$ cat config.mk
export PLATFORM = sky130hd
export DESIGN_NAME = nn_stream_driver
export DESIGN_NICKNAME = d
export VERILOG_FILES = /design/src/rtl/nn_pkg.sv /design/src/rtl/nn_word_bank.sv /design/src/rtl/nn_stream_driver.sv
export SDC_FILE = /design/constraint.sdc
export NUM_CORES = 2
export LEC_CHECK = 0
export ABC_AREA = 1
export CORE_MARGIN = 2
export CORE_UTILIZATION = 55
export CTS_CLUSTER_SIZE = 30
export DETAILED_ROUTE_END_ITERATION = 10
export PLACE_DENSITY_LB_ADDON = 0.1
export SLEW_MARGIN = 10
export SYNTH_ARGS = -nofsm -noshare
export SYNTH_HDL_FRONTEND = slang
export SYNTH_SLANG_ARGS = --single-unit
export TNS_END_PERCENT = 20
$ cat constraint.sdc
create_clock -name clk -period 2.65 [get_ports clk]
set_input_delay 0.3975 -clock clk [delete_from_list [all_inputs] [get_ports clk]]
set_output_delay 0.3975 -clock clk [all_outputs]
set_load 0.02 [all_outputs]
$ cat src/rtl/nn_pkg.sv
// Shared constants, lane codes and FSM state type for the RNN core stream driver.
// Word contents are opaque IEEE-754 singles; the FP constants are for reference.
package nn_pkg;
  localparam int DATA_W  = 32;
  localparam int N_WORDS = 9;
  localparam int IDX_W   = 4;

  localparam logic [IDX_W-1:0] LAST_IDX = 4'd8;

  localparam logic [1:0] LANE_U = 2'd0;
  localparam logic [1:0] LANE_W = 2'd1;
  localparam logic [1:0] LANE_V = 2'd2;
  localparam logic [1:0] LANE_X = 2'd3;

  localparam logic [DATA_W-1:0] FP_ZERO = 32'h0000_0000;
  localparam logic [DATA_W-1:0] FP_ONE  = 32'h3F80_0000;

  typedef enum logic [1:0] {
    IDLE    = 2'd0,
    SEND    = 2'd1,
    COLLECT = 2'd2
  } state_t;
endpackage

$ cat src/rtl/nn_word_bank.sv
// N_WORDS x DATA_W register file with one write port and one combinational read port.
// Accesses to indices above the last word are ignored on write and read back as zero.
module nn_word_bank
  import nn_pkg::*;
(
  input  logic              clk,
  input  logic              rst_n,
  input  logic              we,
  input  logic [IDX_W-1:0]  waddr,
  input  logic [DATA_W-1:0] wdata,
  input  logic [IDX_W-1:0]  raddr,
  output logic [DATA_W-1:0] rdata
);
  logic [DATA_W-1:0] mem [N_WORDS];

  // Word storage, cleared by reset.
  always_ff @(posedge clk or negedge rst_n) begin
    if (!rst_n) begin
      for (int i = 0; i < N_WORDS; i++) begin
        mem[i] <= FP_ZERO;
      end
    end else if (we && (waddr <= LAST_IDX)) begin
      mem[waddr] <= wdata;
    end
  end

  assign rdata = (raddr <= LAST_IDX) ? mem[raddr] : FP_ZERO;
endmodule

$ cat src/rtl/nn_stream_driver.sv
// Host-side master for the RNN core: streams the loaded U/W/V/X frame on the four
// lanes for N_WORDS cycles, then collects N_WORDS result words with an idle timeout.
module nn_stream_driver
  import nn_pkg::*;
#(
  parameter int TIMEOUT = 1024
) (
  input  logic              clk,
  input  logic              rst_n,
  input  logic              wr_en,
  input  logic [1:0]        wr_sel,
  input  logic [3:0]        wr_addr,
  input  logic [DATA_W-1:0] wr_data,
  input  logic              start,
  input  logic [3:0]        rd_addr,
  output logic [DATA_W-1:0] rd_data,
  output logic              busy,
  output logic              done,
  output logic              err_timeout,
  output logic              err_spur,
  output logic              in_valid_u,
  output logic              in_valid_w,
  output logic              in_valid_v,
  output logic              in_valid_x,
  output logic [DATA_W-1:0] weight_u,
  output logic [DATA_W-1:0] weight_w,
  output logic [DATA_W-1:0] weight_v,
  output logic [DATA_W-1:0] data_x,
  input  logic              out_valid,
  input  logic [DATA_W-1:0] out
);
  localparam int IDLE_W = $clog2(TIMEOUT + 1);
  localparam logic [IDLE_W-1:0] IDLE_MAX  = IDLE_W'(TIMEOUT);
  localparam logic [IDLE_W-1:0] IDLE_ONE  = IDLE_W'(1);
  localparam logic [IDLE_W-1:0] IDLE_ZERO = IDLE_W'(0);

  state_t            state, state_nx;
  logic [IDX_W-1:0]  idx, idx_nx;
  logic [IDX_W-1:0]  cnt, cnt_nx;
  logic [IDLE_W-1:0] idle, idle_nx, idle_inc;
  logic              lane_valid, valid_nx, load_nx;
  logic              busy_nx, done_nx, err_timeout_nx, err_spur_nx;
  logic              res_we, bank_we;
  logic [DATA_W-1:0] u_rd, w_rd, v_rd, x_rd;

  // Banks are writable only while idle, so a running frame can never be corrupted.
  assign bank_we = wr_en && (state == IDLE);

  nn_word_bank u_bank_u (.clk(clk), .rst_n(rst_n), .we(bank_we && (wr_sel == LANE_U)),
                         .waddr(wr_addr), .wdata(wr_data), .raddr(idx), .rdata(u_rd));
  nn_word_bank u_bank_w (.clk(clk), .rst_n(rst_n), .we(bank_we && (wr_sel == LANE_W)),
                         .waddr(wr_addr), .wdata(wr_data), .raddr(idx), .rdata(w_rd));
  nn_word_bank u_bank_v (.clk(clk), .rst_n(rst_n), .we(bank_we && (wr_sel == LANE_V)),
                         .waddr(wr_addr), .wdata(wr_data), .raddr(idx), .rdata(v_rd));
  nn_word_bank u_bank_x (.clk(clk), .rst_n(rst_n), .we(bank_we && (wr_sel == LANE_X)),
                         .waddr(wr_addr), .wdata(wr_data), .raddr(idx), .rdata(x_rd));
  nn_word_bank u_bank_res (.clk(clk), .rst_n(rst_n), .we(res_we),
                           .waddr(cnt), .wdata(out), .raddr(rd_addr), .rdata(rd_data));

  assign in_valid_u = lane_valid;
  assign in_valid_w = lane_valid;
  assign in_valid_v = lane_valid;
  assign in_valid_x = lane_valid;

  // Next-state and next-output logic; idx stays 0 in IDLE so word 0 is presented on start.
  always_comb begin
    state_nx       = state;
    idx_nx         = idx;
    cnt_nx         = cnt;
    idle_nx        = idle;
    valid_nx       = 1'b0;
    load_nx        = 1'b0;
    busy_nx        = busy;
    done_nx        = 1'b0;
    err_timeout_nx = err_timeout;
    err_spur_nx    = err_spur;
    res_we         = 1'b0;
    idle_inc       = (idle == IDLE_MAX) ? idle : idle + IDLE_ONE;
    case (state)
      IDLE: begin
        if (start) begin
          state_nx       = SEND;
          idx_nx         = 4'd1;
          valid_nx       = 1'b1;
          load_nx        = 1'b1;
          busy_nx        = 1'b1;
          err_timeout_nx = 1'b0;
          err_spur_nx    = out_valid;
        end else begin
          err_spur_nx = err_spur | out_valid;
        end
      end
      SEND: begin
        err_spur_nx = err_spur | out_valid;
        if (idx <= LAST_IDX) begin
          valid_nx = 1'b1;
          load_nx  = 1'b1;
          idx_nx   = idx + 4'd1;
        end else begin
          state_nx = COLLECT;
          idx_nx   = 4'd0;
          cnt_nx   = 4'd0;
          idle_nx  = IDLE_ZERO;
        end
      end
      COLLECT: begin
        if (out_valid) begin
          res_we  = 1'b1;
          idle_nx = IDLE_ZERO;
          if (cnt == LAST_IDX) begin
            state_nx = IDLE;
            cnt_nx   = 4'd0;
            busy_nx  = 1'b0;
            done_nx  = 1'b1;
          end else begin
            cnt_nx = cnt + 4'd1;
          end
        end else if (idle_inc == IDLE_MAX) begin
          state_nx       = IDLE;
          cnt_nx         = 4'd0;
          idle_nx        = IDLE_ZERO;
          busy_nx        = 1'b0;
          done_nx        = 1'b1;
          err_timeout_nx = 1'b1;
        end else begin
          idle_nx = idle_inc;
        end
      end
      default: begin
        state_nx = IDLE;
        idx_nx   = 4'd0;
        cnt_nx   = 4'd0;
        idle_nx  = IDLE_ZERO;
        busy_nx  = 1'b0;
      end
    endcase
  end

  // FSM state register.
  always_ff @(posedge clk or negedge rst_n) begin
    if (!rst_n) begin
      state <= IDLE;
    end else begin
      state <= state_nx;
    end
  end

  // Counters and registered outputs; lane words return to zero outside the burst.
  always_ff @(posedge clk or negedge rst_n) begin
    if (!rst_n) begin
      idx         <= 4'd0;
      cnt         <= 4'd0;
      idle        <= IDLE_ZERO;
      lane_valid  <= 1'b0;
      busy        <= 1'b0;
      done        <= 1'b0;
      err_timeout <= 1'b0;
      err_spur    <= 1'b0;
      weight_u    <= FP_ZERO;
      weight_w    <= FP_ZERO;
      weight_v    <= FP_ZERO;
      data_x      <= FP_ZERO;
    end else begin
      idx         <= idx_nx;
      cnt         <= cnt_nx;
      idle        <= idle_nx;
      lane_valid  <= valid_nx;
      busy        <= busy_nx;
      done        <= done_nx;
      err_timeout <= err_timeout_nx;
      err_spur    <= err_spur_nx;
      weight_u    <= load_nx ? u_rd : FP_ZERO;
      weight_w    <= load_nx ? w_rd : FP_ZERO;
      weight_v    <= load_nx ? v_rd : FP_ZERO;
      data_x      <= load_nx ? x_rd : FP_ZERO;
    end
  end
endmodule

[Word-level counts from Yosys, hierarchy flattened]
Index checks and enable logic that the tools add are counted.
Word-level totals
  input port bits: 79
  output and inout port bits: 168
  flip-flop bits (word level): 1594
  word-level logic and storage cells: 187
Operators by class
  order comparisons: 10
  reduce and logical (&&, ||, !) cells: 22
  bitwise gates (word level): 8
  muxes and demuxes: 72
  equality and inequality tests: 14
  add/subtract/negate cells: 3
Operators with widths (count)
  288-bit bitwise mux: 5
  32-bit 2-to-1 mux: 21
  32-bit binary-select mux with 4-bit select: 5
  32-bit demux with 4-bit select: 2
  11-bit 2-to-1 mux: 4
  11-bit one-hot mux with 3 select lines: 1
  4-bit 2-to-1 mux: 6
  4-bit one-hot mux with 3 select lines: 2
  11-bit equality test, second input constant: 2
  5-bit greater-or-equal comparator, second input constant: 4
  4-bit inverter with 5-bit output: 4
  4-bit <= comparator, second input constant: 4
  1-bit 2-to-1 mux: 16
  1-bit logical AND: 12
  4-bit AND reduction: 3
  11-bit by 1-bit adder with 11-bit output, second input constant: 1
  5-bit by 1-bit < comparator with 1-bit output, second input constant: 2
  2-bit 2-to-1 mux: 5
  4-bit by 1-bit adder with 4-bit output, second input constant: 2
  2-bit != test, second input constant: 4
  2-bit equality test, second input constant: 3
  3-bit != test, second input constant: 2
  1-bit one-hot mux with 2 select lines: 3
  2-bit one-hot mux with 3 select lines: 1
  9 further kinds: 15

[Logic depth before layout (Yosys ltp)]
  word-level depth: 6
  gate-level depth with buffers: 14

[Modules after synthesis]
From an unflattened synthesis, not the netlist that was laid out.
Unflattened totals
  cell total of the unflattened synthesis: 9786
  area, all modules: 74773.0 µm²
Modules (own cells, without submodules)
  nn_word_bank at u_bank_res ...: times used 4, cells an instance 1834, area an instance 13763.2 µm²
  nn_word_bank at u_bank_x: times used 1, cells an instance 1834, area an instance 13767.0 µm²
  nn_stream_driver: times used 1, cells an instance 616, area an instance 5953.2 µm²

[Worst setup path before layout]
OpenSTA, ideal clock, no wires.
  path type: register to register
  start: register idx[0]
  end: register data_x[11]
  library setup time: 0.078 ns
  arrival time: 2.412 ns
  buffers on the path: 5
  stages on the path, launching flop included: 14
  required time: 2.572 ns
  slack: 0.160 ns
  period minus slack after synthesis: 2.490 ns
  cell sequence: dfrtp_1 -> inv_1 -> clkbuf_1 -> clkbuf_1 -> clkbuf_1 -> ha_1 -> a21oi_1 -> nor2_1 -> inv_1 -> nand2_1 -> nand2_1 -> clkbuf_1 -> buf_1 -> a21oi_1
RTL lines
  start, declared: line nn_stream_driver.sv:38  | logic [IDX_W-1:0] idx, idx_nx;
  start signal, assigned: line nn_stream_driver.sv:164  | idx <= idx_nx;
  4-bit <= comparator: line nn_stream_driver.sv:95  | if (idx <= LAST_IDX) begin
  1-bit 2-to-1 mux: line nn_stream_driver.sv:95
  1-bit one-hot mux with 2 select lines: line nn_stream_driver.sv:79  | case (state)
  via load_nx: line nn_stream_driver.sv:41  | logic lane_valid, valid_nx, load_nx;
  32-bit 2-to-1 mux: line nn_stream_driver.sv:175  | data_x <= load_nx ? x_rd : FP_ZERO;
  end signal, assigned: line nn_stream_driver.sv:175
  end, declared: line nn_stream_driver.sv:28  | output logic [DATA_W-1:0] data_x,
The timed path passes the listed nets, and every way through them passes these cells. The select of a mux whose other input is x is not followed.
A chain may end at the register's enable or synchronous reset.

[Worst setup path in the final report]
  start: register u_bank_res.mem[99] (netlist bit)
  end: output rd_data[3]
On the way
  word-level cells in the longest chain between the ends: 4
RTL lines
  start, declared: line nn_word_bank.sv:14  | logic [DATA_W-1:0] mem [N_WORDS];
  start signal, assigned by index: line nn_word_bank.sv:23  | mem[waddr] <= wdata;
  32-bit binary-select mux with 4-bit select: line nn_word_bank.sv:27  | assign rdata = (raddr <= LAST_IDX) ? mem[raddr] : FP_ZERO;
  32-bit 2-to-1 mux (implied by the code) (2 in series): line nn_word_bank.sv:27
  32-bit 2-to-1 mux: line nn_word_bank.sv:27
  end, declared: line nn_stream_driver.sv:16  | output logic [DATA_W-1:0] rd_data,
Every way passes these cells. The select of a mux whose other input is x is not followed.

==> metrics <==
run status completed; leakage power summed over all cells 34.8 nW; clock tree root buffer cell sky130_fd_sc_hd__clkbuf_16; Post-Synthesis Cells approximately 7500; required time of the critical path 2.25 ns; Yosys reg bits 1594; wire length of the first global-routing pass between 300000 and 400000 µm; clock tree from TritonCTS done; DRC 0; fmax ~400 MHz; type of origin of the critical path flip-flop; Avg Cell Area, Syn 9.03 µm²; core region area approximately 120000 µm²; setup violation total in the final timing report 0; kind of end point of the critical path output port; power density over cell area 946 nW/µm²; count of endpoints failing hold in the final timing report 0; detail-routed via count per cell 5.98; worst min path class input port to async pin; highest net fanout along the worst path 2; number of vias in the routed layout 55087; Initial Util 55.5%; EDFF count, synth 0; TritonCTS buffer count 164; endpoint arrival time on the critical path 2.16 ns; post-route core utilization 63.8%; weighted congestion at the end of routability-driven global placement 0.824; post-route clock period utilization 96.6%; Yosys warnings 0; worst voltage drop across the vdd grid 1.10 mV; global route overflow 0; initial antenna violation count 3; unrepaired setup endpoints after global routing yes; minimum setup slack in the final design 0.0893 ns; net count of the mapped netlist between 7000 and 8000; via count of the first global-routing pass 53138; H-tree levels 4; number of nets in the layout 7551; final worst path period need 2.56 ns; count of placed standard cells in the final layout, fillers left out 9214; routed length per placed instance 21.3 µm; half-perimeter wire length of the detailed placement result approximately 110000 µm; async set-reset flop share out of synthesis 100%; count of antenna-violating nets left after detailed routing 0; number of buffers between clock root and the deepest sink 3; detailed-route wire length 196000 µm; width of the die 355 µm; pre-CTS setup slack 0.0206 ns; instance count after placement with tap cells included 8922; clock sinks approximately 1600; Setup Skew between 0.02 and 0.03 ns; iteration-0 DRC count of the detailed router ~6100; layout overhead on the synthesized area 15.0%; transition time at the pin with the least slew margin between 0.9 and 1 ns; Pins Over Slew Limit 0; first-pass iteration count of the detailed router 6; hold slack final around 0.13 ns; sequential element share of the synthesized area 59.0%; site row count about 130; Critical Setup Path Class flip-flop to output port; max-capacitance violation count 0; Worst-Skew Late Latency 0.80 ns; count of pins on the block boundary ~250; cells on worst reg2reg path 6; maximum number of pins on one net before global-route repair 163; Relative slew margins between 30% and 40%; Global Route Usage Sum a little under a third; floorplan die area 126000 µm²; port buffer count 246; die outline height between 300 and 400 µm; count of different cell masters after synthesis 36; post-CTS clock slew at the launch and capture registers of the worst setup and hold paths 0.06 ns; synthesized cell area 67700 µm²; post-CTS setup buffer count 0; Most used DFF post-synth sky130_fd_sc_hd__dfrtp_1; Power, Total 0.0736 W; share of cells above drive strength 1 7.12%
where the power goes:
part,internal (W),switching [W]
logic,0.00724,0.0150
clock network,0.0136,0.00966
registers,0.0269,0.00127
synth_stat cells (all sizes together), types with 19 or more instances:
library cell	instances	area share (%)
a21oi	132	0.99
buf	44	0.30
clkbuf	618	3.4
dfrtp	1594	59
inv	143	0.79
mux2i	48	0.71
nand2	1527	8.6
nand2b	128	1.2
nand3	171	1.3
nor2	649	3.6
o21ai	2061	15
o221ai	304	3.9
o32ai	19	0.25
worst max-delay path, stage by stage (launching register included):
cell                            delay [ns]
sky130_fd_sc_hd__dfrtp_1              0.37
sky130_fd_sc_hd__mux2i_1              0.17
sky130_fd_sc_hd__o221ai_1             0.13
sky130_fd_sc_hd__o211ai_1             0.11
sky130_fd_sc_hd__o21ai_1              0.12
sky130_fd_sc_hd__buf_4                0.15
sky130_fd_sc_hd__dlygate4sd2_1        0.31
through the flow:
| stage | area (µm²) | TNS [ns] |
|---|---|---|
| after floorplan | 67700 | 0 |
| after global placement | 72400 | 0 |
| after detailed placement | 72400 | 0 |
| after CTS | 77800 | 0 |
| after global routing | 77800 | -0.0472 |
| final | 77800 | 0 |
worst paths after layout:
path	from	endpoint	slack, ns
setup reg to reg	idx[0]	weight_v[25]	0.17
min in group clk	out[1]	u_bank_res.mem[65]	0.35
hold / removal	rst_n	u_bank_u.mem[141]	0.13
hold reg to reg	u_bank_u.mem[258]	u_bank_u.mem[258]	0.48
setup / recovery	u_bank_res.mem[99]	rd_data[3]	0.09
max in group asynchronous	rst_n	u_bank_x.mem[30]	1.39
registers in the layout, summed over array words and instances, names as in the netlist:
signal and flops:
busy 1, cnt 4, data_x 32, done 1, err_spur 1, err_timeout 1, idle 11, idx 4
in_valid_u 1, state 2, u_bank_res.mem 288, u_bank_u.mem 288, u_bank_v.mem 288, u_bank_w.mem 288, u_bank_x.mem 288, weight_u 32
weight_v 32, weight_w 32
final cells by class:
type	count	area, µm²
Antenna cell	1	2.50
Clock buffer	242	4830
Clock inverter	48	583
Fill cell	10072	44100
Inverter	145	567
Multi-Input combinational cell	5095	24700
Sequential cell	1594	39900
Tap cell	1625	2030
Timing Repair Buffer	464	5150
kinds of logic after synthesis:
kind of cell	after synthesis	synth area share (%)
flip-flops	1594	59.0
multiplexers	48	0.710
AND/OR/NAND/NOR	2492	14.9
adder cells (fa/ha/maj)	8	0.148
XOR/XNOR	6	0.0777
AO/OA/AOI/OAI	2541	20.7
buffers and inverters	807	4.53
layer usage:
metal  GRT usage, %  vias to the layer above  part of all wire, %
li1               -                    25374                    -
met1           46.0                    27278                   44
met2           49.3                     2109                   46
met3           4.62                      326                  7.2
met4           9.46                        0                  2.6
met5              0                        -                    0
cell usage in the layout, fill, tap and decap left out, drive strengths merged, types with 8 or more instances in the layout:
master,synthesis,layout
a21oi,132,132
buf,44,224
bufinv,0,10
clkbuf,618,243
clkdlybuf4s50,0,210
clkinv,2,23
dfrtp,1594,1594
dlygate4sd2,0,25
ha,8,8
inv,143,153
mux2i,48,48
nand2,1527,1527
nand2b,128,128
nand3,171,171
nor2,649,649
nor3,10,10
o211ai,17,17
o21ai,2061,2061
o221ai,304,304
o32ai,19,19
repair_timing:
| action | in CTS | in global routing |
|---|---|---|
| setup endpoints to repair | 31 | 10 |
| hold buffers | 1 | 0 |
| gates cloned | 0 | 0 |
| endpoints found under the hold margin | 337 | 0 |
| gates resized for setup | 37 | 12 |
| pin swaps | 2 | 3 |
Note: power is estimated with default switching activity, not from simulation.
